## config.mk

```make
export PLATFORM = sky130hd
export DESIGN_NAME = game_state_core
export DESIGN_NICKNAME = d
export VERILOG_FILES = /design/src/rtl/game_pkg.sv /design/src/rtl/sec_prescaler.sv /design/src/rtl/game_state_core.sv
export SDC_FILE = /design/constraint.sdc
export NUM_CORES = 1
export LEC_CHECK = 0
export CAP_MARGIN = 20
export CORE_MARGIN = 2
export CORE_UTILIZATION = 56
export DETAILED_ROUTE_END_ITERATION = 12
export PLACE_DENSITY_LB_ADDON = 0.08
export SLEW_MARGIN = 20
export SYNTH_ARGS = -nofsm -noshare
export SYNTH_HDL_FRONTEND = slang
export SYNTH_HIERARCHICAL = 1
export SYNTH_SLANG_ARGS = --single-unit
```

## constraint.sdc

```tcl
create_clock -name clk_1mhz -period 3 [get_ports clk_1mhz]
set_input_delay 0.6 -clock clk_1mhz [delete_from_list [all_inputs] [get_ports clk_1mhz]]
set_output_delay 0.6 -clock clk_1mhz [all_outputs]
set_load 0.005 [all_outputs]
```

## src/rtl/game_pkg.sv

```systemverilog
// Shared definitions for the game core: state and command encodings,
// datapath widths and the saturating score adder.
package game_pkg;

  localparam int unsigned TIMER_W = 7;
  localparam int unsigned SCORE_W = 10;
  localparam int unsigned STAGE_W = 2;
  localparam int unsigned LIVES_W = 2;

  typedef enum logic [2:0] {
    ST_READY       = 3'b001,
    ST_PLAYING     = 3'b010,
    ST_GAME_OVER   = 3'b011,
    ST_STAGE_CLEAR = 3'b100,
    ST_GAME_CLEAR  = 3'b101
  } game_state_e;

  typedef enum logic [3:0] {
    CMD_SCORE_INC    = 4'b0001,
    CMD_LIFE_DEC     = 4'b0010,
    CMD_TIMER_RESUME = 4'b0101,
    CMD_TO_READY     = 4'b1000,
    CMD_TO_PLAY      = 4'b1010,
    CMD_STAGE_CLEAR  = 4'b1100,
    CMD_GAME_OVER    = 4'b1101,
    CMD_GAME_CLEAR   = 4'b1110,
    CMD_RESET        = 4'b1111
  } cmd_e;

  // Score gains stage+1 points, clamped at smax.
  function automatic logic [SCORE_W-1:0] score_add(
    input logic [SCORE_W-1:0] s,
    input logic [STAGE_W-1:0] stg,
    input logic [SCORE_W-1:0] smax
  );
    logic [SCORE_W:0] sum;
    sum = {1'b0, s} + (SCORE_W+1)'(stg) + (SCORE_W+1)'(1);
    return (sum > {1'b0, smax}) ? smax : sum[SCORE_W-1:0];
  endfunction

endpackage

```

## src/rtl/sec_prescaler.sv

```systemverilog
// One-second prescaler: counts clock cycles while enabled and flags the
// last cycle of each CLK_HZ-cycle period.
//   clk   - clock
//   rst_n - asynchronous active-low reset
//   clr   - restart the period from zero (wins over en)
//   en    - count enable
//   tick  - high during the final cycle of a period (combinational)
module sec_prescaler #(
  parameter int unsigned CLK_HZ = 1000000
) (
  input  logic clk,
  input  logic rst_n,
  input  logic clr,
  input  logic en,
  output logic tick
);

  localparam int unsigned CW = (CLK_HZ > 1) ? $clog2(CLK_HZ) : 1;
  localparam logic [CW-1:0] LAST = CW'(CLK_HZ - 1);

  logic [CW-1:0] cnt;

  assign tick = en && (cnt == LAST);

  always_ff @(posedge clk or negedge rst_n) begin
    if (!rst_n) begin
      cnt <= '0;
    end else if (clr) begin
      cnt <= '0;
    end else if (en) begin
      cnt <= (cnt == LAST) ? '0 : cnt + CW'(1);
    end
  end

endmodule

```

## src/rtl/game_state_core.sv

```systemverilog
// Game state core: executes commands from the game FSM (4-bit flag qualified
// by a rising edge on trig) and owns state, stage, lives, score, high score
// and the seconds timer.
//   clk_1mhz           - system clock
//   rst_n              - asynchronous active-low reset
//   flag, trig         - command code and its strobe
//   done               - one-cycle pulse after a legal command executes
//   sec_posedge        - one-cycle pulse on each timer decrement
//   timer_running      - timer counting
//   timer              - seconds remaining
//   state              - game state encoding
//   stage, lives       - stage index and remaining lives
//   score, high_score  - current and best score
//   high_score_updated - last game end set a new high score
module game_state_core
  import game_pkg::*;
#(
  parameter int unsigned CLK_HZ      = 1000000,
  parameter int unsigned READY_SECS  = 3,
  parameter int unsigned STAGE_SECS  = 30,
  parameter int unsigned START_LIVES = 3,
  parameter int unsigned SCORE_MAX   = 999
) (
  input  logic               clk_1mhz,
  input  logic               rst_n,
  input  logic [3:0]         flag,
  input  logic               trig,
  output logic               done,
  output logic               sec_posedge,
  output logic               timer_running,
  output logic [TIMER_W-1:0] timer,
  output logic [2:0]         state,
  output logic [STAGE_W-1:0] stage,
  output logic [LIVES_W-1:0] lives,
  output logic [SCORE_W-1:0] score,
  output logic [SCORE_W-1:0] high_score,
  output logic               high_score_updated
);

  game_state_e state_q;
  logic        trig_d;
  logic        tick;
  logic        cmd_edge;
  logic        cmd_legal;
  logic        timer_ctl;
  logic        cmd_exec;
  logic        presc_clr;

  assign state = state_q;

  // Legality depends on the current state; timer_ctl marks commands that
  // load or stop the timer, which also restart the prescaler.
  always_comb begin
    cmd_edge  = trig && !trig_d;
    cmd_legal = 1'b0;
    timer_ctl = 1'b0;
    case (flag)
      CMD_TIMER_RESUME: begin
        cmd_legal = (state_q == ST_READY) && !timer_running;
        timer_ctl = 1'b1;
      end
      CMD_TO_PLAY: begin
        cmd_legal = (state_q == ST_READY);
        timer_ctl = 1'b1;
      end
      CMD_SCORE_INC: cmd_legal = (state_q == ST_PLAYING) && (lives != '0);
      CMD_LIFE_DEC:  cmd_legal = (state_q == ST_PLAYING);
      CMD_STAGE_CLEAR, CMD_GAME_CLEAR, CMD_GAME_OVER: begin
        cmd_legal = (state_q == ST_PLAYING);
        timer_ctl = 1'b1;
      end
      CMD_TO_READY: begin
        cmd_legal = (state_q == ST_STAGE_CLEAR);
        timer_ctl = 1'b1;
      end
      CMD_RESET: begin
        cmd_legal = 1'b1;
        timer_ctl = 1'b1;
      end
      default: ;
    endcase
    cmd_exec  = cmd_edge && cmd_legal;
    presc_clr = cmd_exec && timer_ctl;
  end

  sec_prescaler #(
    .CLK_HZ(CLK_HZ)
  ) u_sec_prescaler (
    .clk  (clk_1mhz),
    .rst_n(rst_n),
    .clr  (presc_clr),
    .en   (timer_running),
    .tick (tick)
  );

  always_ff @(posedge clk_1mhz or negedge rst_n) begin
    if (!rst_n) begin
      state_q            <= ST_READY;
      stage              <= '0;
      lives              <= LIVES_W'(START_LIVES);
      score              <= '0;
      high_score         <= '0;
      timer              <= TIMER_W'(READY_SECS);
      timer_running      <= 1'b0;
      done               <= 1'b0;
      sec_posedge        <= 1'b0;
      high_score_updated <= 1'b0;
      trig_d             <= 1'b0;
    end else begin
      trig_d      <= trig;
      done        <= cmd_exec;
      sec_posedge <= 1'b0;

      // A tick landing with a timer load/stop command is dropped; score and
      // life commands leave the tick alone.
      if (tick && !presc_clr) begin
        if (timer != '0) begin
          timer       <= timer - TIMER_W'(1);
          sec_posedge <= 1'b1;
        end else begin
          timer_running <= 1'b0;
        end
      end

      if (cmd_exec) begin
        case (flag)
          CMD_TIMER_RESUME: timer_running <= 1'b1;
          CMD_TO_PLAY: begin
            state_q       <= ST_PLAYING;
            timer         <= TIMER_W'(STAGE_SECS);
            timer_running <= 1'b1;
          end
          CMD_SCORE_INC: score <= score_add(score, stage, SCORE_W'(SCORE_MAX));
          CMD_LIFE_DEC:  lives <= (lives != '0) ? lives - LIVES_W'(1) : '0;
          CMD_STAGE_CLEAR: begin
            state_q       <= ST_STAGE_CLEAR;
            timer_running <= 1'b0;
          end
          CMD_GAME_CLEAR, CMD_GAME_OVER: begin
            state_q       <= (flag == CMD_GAME_CLEAR) ? ST_GAME_CLEAR : ST_GAME_OVER;
            timer_running <= 1'b0;
            if (score > high_score) begin
              high_score         <= score;
              high_score_updated <= 1'b1;
            end
          end
          CMD_TO_READY: begin
            stage         <= (stage != '1) ? stage + STAGE_W'(1) : stage;
            state_q       <= ST_READY;
            timer         <= TIMER_W'(READY_SECS);
            timer_running <= 1'b0;
          end
          CMD_RESET: begin
            state_q            <= ST_READY;
            stage              <= '0;
            lives              <= LIVES_W'(START_LIVES);
            score              <= '0;
            timer              <= TIMER_W'(READY_SECS);
            timer_running      <= 1'b0;
            high_score_updated <= 1'b0;
          end
          default: ;
        endcase
      end
    end
  end

endmodule
```

==> summary.txt, run 1 <==
Status
  • Status: completed

Hold path
  • Worst min-delay path class: in -> async

Route
  • Initial drt markers: around 260
  • DR DRC count: 0
  • Drt total wl: around 9.5 mm
  • Wirelength per Cell: between 15 and 20 um
  • Via count: 3,486
  • Avg Vias per Cell: 6.073
  • Number of antenna-violating nets in the routed design: 0
  • Drt pass-1 iters: 5

Final layout
  • Final instance area: 4746 um^2
  • Fill cell count: 484
  • Share of layout cells above drive strength 1: 0.1650
  • Final Util: 0.7348
  • Seq. cell area: 1483 um^2
  • Nets: around 520
  • Area occupied by multi-input gates: 2115 um^2
  • Layout area overhead: 25.10%
  • ANT cells: 0

Logic synthesis
  • Cells after synthesis: 421
  • Async set or reset register ratio after synthesis: 1.000
  • Post-synth top area cell: dfrtp_1
  • Synth warn: 6
  • Cell variety after synth: between 70 and 80
  • Primary FF master, synth: dfrtp_1
  • FF+latch count, synth: 59
  • Synthesized net count: 445
  • Synth top area cells: dfrtp_1 (36%), ha_1 (5.3%), o21ai_0 (4.1%), dfstp_2 (3.5%), inv_1 (3.2%)
  • Most numerous cell in the Yosys netlist: dfrtp_1
  • Synth top area share: 0.3562
  • Register area share after synthesis: 0.3908
  • Synth top cells by count: dfrtp_1 (54), inv_1 (32), nand2_1 (32), nor2_1 (31), o21ai_0 (31)
  • Synthesized area: 3794 um^2
  • Post-synth EDFFs: 0
  • Synthesized area per cell: 9.011 um^2

Critical path
  • R2R cell count: 10
  • Worst R2R Start: u_sec_prescaler/cnt[0]
  • WP data required: between 3 and 4 ns
  • CP Class: in -> reg
  • Crit. End Element: flip-flop
  • CP arrival: 3.17 ns
  • Reg2reg end: timer[6]
  • Flop2flop setup slack: 0.16 ns
  • CP Launch Type: input port
  • Crit Path Max Fanout: 5

Clock tree
  • CTS clk-pin slew, worst paths: about 0.08 ns
  • Clock buffer depth: 2
  • Clock latency on the worst-skew pair: 0.34 ns
  • CTS sink cnt: 59
  • Cts bufs inserted: 9
  • Clock root buffer: clkbuf_8
  • Htree depth: 3
  • CTS tree: yes

Timing
  • Final min period: just under 3 ns
  • Final period utilization: 0.9688
  • F_max: roughly 340 MHz
  • Hold Fails Final Rpt: 0
  • Fin Clk Skew: 0.01050 ns
  • Setup violations, final: 0
  • Slew HR: 0.5447
  • Worst-margin pin slew: 0.6768 ns
  • Slew Limit Fails: 0

Placement
  • Port buffer count: 44
  • DP Area: 4516 um^2
  • HPWL reported at the end of detailed placement: 6.965 mm
  • GPL Wtd Cong: 0.9319

Die
  • Starting Density: 0.5874
  • Core Box Area: 6459 um^2
  • Num ports: 45
  • # rows: 29
  • Die area: 7449 um^2
  • Die X: 86.31 um
  • Die Height: 86.31 um

Global route
  • First-pass GRT wire length: approximately 16 mm
  • Vias in the first global route: 3,294
  • Grt total ovfl: 0
  • Initial antenna violation count: 0
  • Total track usage: 0.2686
  • Largest net degree at the start of global routing: 37

Power and ir drop
  • Worst vdd ir: 0.0003043 V
  • Combinational power share: 0.202
  • Power share of the clock group: 0.321
  • Net switching power: 636.2 uW
  • Leakage power: 0.002042 uW
  • Pint: 1432 uW
  • Pwr Total: between 2000 and 2500 uW
  • Power Density: 435.7 nW/um^2
  • Sequential power share: 0.477
  • Sw frac: 0.3076

Run
  • Maxcap violations: 0
routing by layer:
metal	vias to the layer above	GRT usage	part of all wire
li1	1678	-	-
met1	1689	0.3883	0.47
met2	111	0.4193	0.47
met3	8	0.04762	0.046
met4	0	0.07244	0.0074
met5	-	0	0
registers in the layout, indices dropped and copies added, names as in the netlist:
register	cells
done	1
high_score	10
high_score_updated	1
lives	2
score	10
sec_posedge	1
stage	2
state	3
timer	7
timer_running	1
trig_d	1
u_sec_prescaler/cnt	20
placed cells by master, fill, tap and decap left out, drive strengths merged, types with 4 or more instances in the layout:
master / netlist / routed
nand4: 11 / 11
nor2: 31 / 31
nand2: 33 / 33
buf: 7 / 39
dfstp: 5 / 5
xor2: 5 / 5
dfrtp: 54 / 54
and3: 11 / 11
a21oi: 21 / 21
xnor2: 11 / 11
mux2: 6 / 6
ha: 16 / 16
nor2b: 5 / 5
clkdlybuf4s50: 0 / 42
nand3: 19 / 19
o211ai: 4 / 4
inv: 32 / 32
a221o: 5 / 5
o21ai: 32 / 32
clkbuf: 15 / 12
nor3: 12 / 12
nor4: 8 / 8
nand2b: 6 / 6
o31ai: 4 / 4
mux2i: 5 / 5
how the worst max path moves through the flow:
stage | from | end | slack (ns) | cells after the start
5_1_grt | flag[1] | u_sec_prescaler/cnt[15] | -0.03 | 10
3_5_place_dp | flag[2] | u_sec_prescaler/cnt[13] | -0.22 | 10
2_1_floorplan | flag[1] | u_sec_prescaler/cnt[15] | 0.13 | 9
3_3_place_gp | flag[2] | high_score[0] | -0.13 | 9
6_report | flag[1] | u_sec_prescaler/cnt[15] | 0.09 | 10
4_1_cts | flag[2] | u_sec_prescaler/cnt[15] | 0.13 | 10
final cells by class:
type / count / area share
clock buffers: 12 / 0.03269
clock inverters: 4 / 0.005273
inverters: 33 / 0.02610
multi-input cells: 307 / 0.4456
flip-flops and latches: 59 / 0.3124
well taps: 77 / 0.02030
repair buffers: 82 / 0.1577
cell families (layout without fill, tap and decap cells):
group | Yosys count | in the layout | synth area share
multiplexers | 11 | 11 | 0.03694
adder cells (fa/ha/maj) | 17 | 17 | 0.05805
XOR/XNOR | 16 | 16 | 0.03694
flip-flops | 59 | 59 | 0.3908
AO/OA/AOI/OAI | 104 | 104 | 0.1910
AND/OR/NAND/NOR | 159 | 159 | 0.2259
buffers and inverters | 55 | 131 | 0.06035
stage by stage:
| stage | std cells | setup TNS (ns) | hold WS [ns] | worst slack, ns |
|---|---|---|---|---|
| global placement | 556 | -1.428 | 0.5080 | -0.1277 |
| finish | 574 | 0 | 0.2376 | 0.09362 |
| floorplan | 421 | 0 | 0.3044 | 0.1282 |
| global route | 574 | -0.05146 | 0.2669 | -0.03173 |
| CTS | 572 | 0 | 0.2513 | 0.1293 |
| detailed placement | 556 | -2.964 | 0.5091 | -0.2215 |
critical path, cell delays in order:
cell	delay, ns
clkdlybuf4s50_1	0.42
or3b_1	0.37
a2111o_1	0.41
o211ai_4	0.12
nand4bb_1	0.15
inv_1	0.11
o2111a_1	0.23
nand4_1	0.20
or3_4	0.43
a21oi_2	0.12
power groups by stage:
stage	logic (uW)	clock network (uW)	registers, uW
after detailed placement	401	0	994
after global placement	393	0	991
after floorplan	217	0	954
after CTS	404	675	979
after global routing	467	707	994
final	418	664	986
timing repair:
item	in CTS	in global routing
setup buffers	0	2
resized for setup	0	6
endpoints found under the setup margin	0	6
hold buffers	0	0
No activity file was read; power rests on OpenSTA's default activity.
==> inputs of run 2 (changes only) <==
Settings changed: CELL_PAD_IN_SITES_DETAIL_PLACEMENT from default to 1, CELL_PAD_IN_SITES_GLOBAL_PLACEMENT from default to 2, CORE_UTILIZATION 56 to 35.
==> summary.txt, run 2 (synthesis gave the netlist of run 1 again) <==
Placement
  • GPL Wtd Cong: approximately 0.83
  • HPWL reported at the end of detailed placement: 8.115 mm
  • Port buffer count: 44
  • Placed Cells: 625

Final layout
  • Largest register FFs: 20
  • Commonest non-fill, non-tap cell in the layout: dfrtp_1
  • Final Util: 0.4539
  • Commonest non-fill, non-tap cells in the layout: dfrtp_1 (54), clkdlybuf4s50_1 (42), buf_4 (40)
  • Layout Cells excl Fill: 642
  • Layout area overhead: 28.00%
  • Share of layout cells above drive strength 1: 0.1753
  • Reg with most FFs: u_sec_prescaler/cnt
  • Top flop regs: u_sec_prescaler/cnt: 20 flops, high_score: 10 flops, score: 10 flops
  • ANT cells: 0
  • Nets: ~520

Die
  • # rows: 38
  • Core Box Area: ~11,000 um^2
  • Starting Density: 0.3546
  • Die X: 108.1 um
  • Die area: 11,690 um^2
  • Die Height: 108.1 um
  • Num ports: 45

Critical path
  • Crit-path leading delay family: simple AND/OR/NAND/NOR gates
  • Slowest stage delay, CP: between 0.4 and 0.5 ns
  • Buf/Inv on CP: 2
  • WP data required: roughly 3.3 ns
  • Crit. path cell count: 10
  • Crit. End Element: flip-flop
  • R2R cell count: 10
  • Crit Path Max Fanout: 5
  • CP arrival: around 3.1 ns
  • Crit-path cells: clkdlybuf4s50_1, or3b_1, a2111o_1, o211ai_2, nand4bb_1, inv_2, o2111a_1, nand4_1, or3_4, a21oi_2
  • CP Class: in -> reg
  • CP Launch Type: input port
  • CP max stage cell: clkdlybuf4s50_1

Timing
  • Fin Clk Skew: around 0.0087 ns
  • Hold Fails Final Rpt: 0
  • Slew Limit Fails: 0
  • Final min period: ~2.9 ns
  • Worst-margin pin slew: 0.7562 ns
  • F_max: 349.7 MHz
  • Setup violations, final: 0
  • Final period utilization: 0.9532
  • Slew HR: 0.4912

Route
  • Number of antenna-violating nets in the routed design: 0
  • Via count: roughly 3.5k
  • Initial drt markers: 111
  • Avg Vias per Cell: 5.430
  • Wirelength per Cell: about 17 um
  • Drt total wl: 11.19 mm
  • DR DRC count: 0
  • Drt pass-1 iters: 4

Clock tree
  • Clock root buffer: clkbuf_8
  • Cts bufs inserted: 9
  • Htree depth: 3
  • Hold-fix buffers, CTS: 0
  • CTS tree: yes
  • Clock buffer depth: 2
  • CTS sink cnt: 59
  • Clock latency on the worst-skew pair: 0.35 ns
  • CTS clk-pin slew, worst paths: 0.07 ns

Global route
  • Vias in the first global route: 3,677
  • Initial antenna violation count: 0
  • M1 GR Usage: 0.2863
  • Met2 usage: 0.3284
  • First-pass GRT wire length: 18.86 mm
  • Total track usage: 0.2058
  • Grt total ovfl: 0
  • Grt met3 use: 0.03617
  • Grt peak-use layer: met2
  • Largest net degree at the start of global routing: 60

Power and ir drop
  • Worst vdd ir: 0.0002673 V
  • Power Density: 421.1 nW/um^2
  • Leakage power: roughly 0.0021 uW

Status
  • Status: completed

Run
  • Maxcap violations: 0

Hold path
  • Worst min-delay path class: in -> async
## run 2: cell count changes in the layout (fill, tap and decap cells not counted), sizes merged
cell / delta
buf: +5
clkinvlp: -2
clkbuf: +1
clkinv: +1
## run 2: final cells by class
class / count / area (um^2)
clock buffers: 13 / 148.9
clock inverters: 3 / 15.01
fillers: 1282 / 5842
inverters: 33 / 123.9
multi-input cells: 307 / 2121
flip-flops and latches: 59 / 1483
well taps: 140 / 175.2
repair buffers: 87 / 789.5
## run 2: through the flow
stage | hold WS [ns] | cell area (um^2) | TNS (ns) | worst slack (ns) | total power [uW]
4_1_cts | 0.2622 | 4810 | 0 | 0.07548 | 2075
2_1_floorplan | 0.3044 | 3794 | 0 | 0.1282 | 1171
6_report | 0.2588 | 4856 | 0 | 0.1403 | 2045
3_5_place_dp | 0.5177 | 4639 | -9.896 | -0.3827 | 1406
5_1_grt | 0.2714 | 4856 | -0.002744 | -0.002744 | 2173
3_3_place_gp | 0.5111 | 4639 | -6.612 | -0.3400 | 1398
## run 2: report_power, final
part	total, uW	internal, uW	switching, uW
registers	987	874	113
logic	408	206	202
clock network	650	319	331
## run 2: worst register-to-register path, stage by stage (launching register included)
cell and delay, ns:
dfrtp_1 0.42, inv_1 0.12, ha_1 0.19, inv_1 0.06
fa_1 0.49, nor2b_1 0.18, o211a_1 0.20, a211oi_1 0.27
o22ai_1 0.15, and3_2 0.30, a221o_1 0.32
## run 2: path summary, 6_finish.rpt
path	startpoint	to	slack [ns]
setup / recovery	flag[1]	u_sec_prescaler/cnt[15]	0.14
hold / removal	rst_n	u_sec_prescaler/cnt[17]	0.26
max in group asynchronous	rst_n	state[0]	2.42
setup reg to reg	stage[0]	score[7]	0.19
min in group clk_1mhz	state[0]	state[0]	0.53
hold reg to reg	state[0]	state[0]	0.53
## run 2: what timing repair did
item | CTS | global route
pin swaps | 0 | 6
endpoints found under the setup margin | 2 | 13
gates cloned | 0 | 0
setup buffers | 0 | 1
resized for setup | 1 | 8
## run 2: routing by layer
layer	up-vias	share of wire
met1	1740	0.50
met5	-	0
li1	1688	-
met2	47	0.47
met3	11	0.023
met4	0	0.012
==> inputs of run 3 (changes only) <==
Settings changed: ABC_CLOCK_PERIOD_IN_PS from default to 3000.
==> results of run 3 <==
Final layout, timing and power as in run 2 (identical DEF).
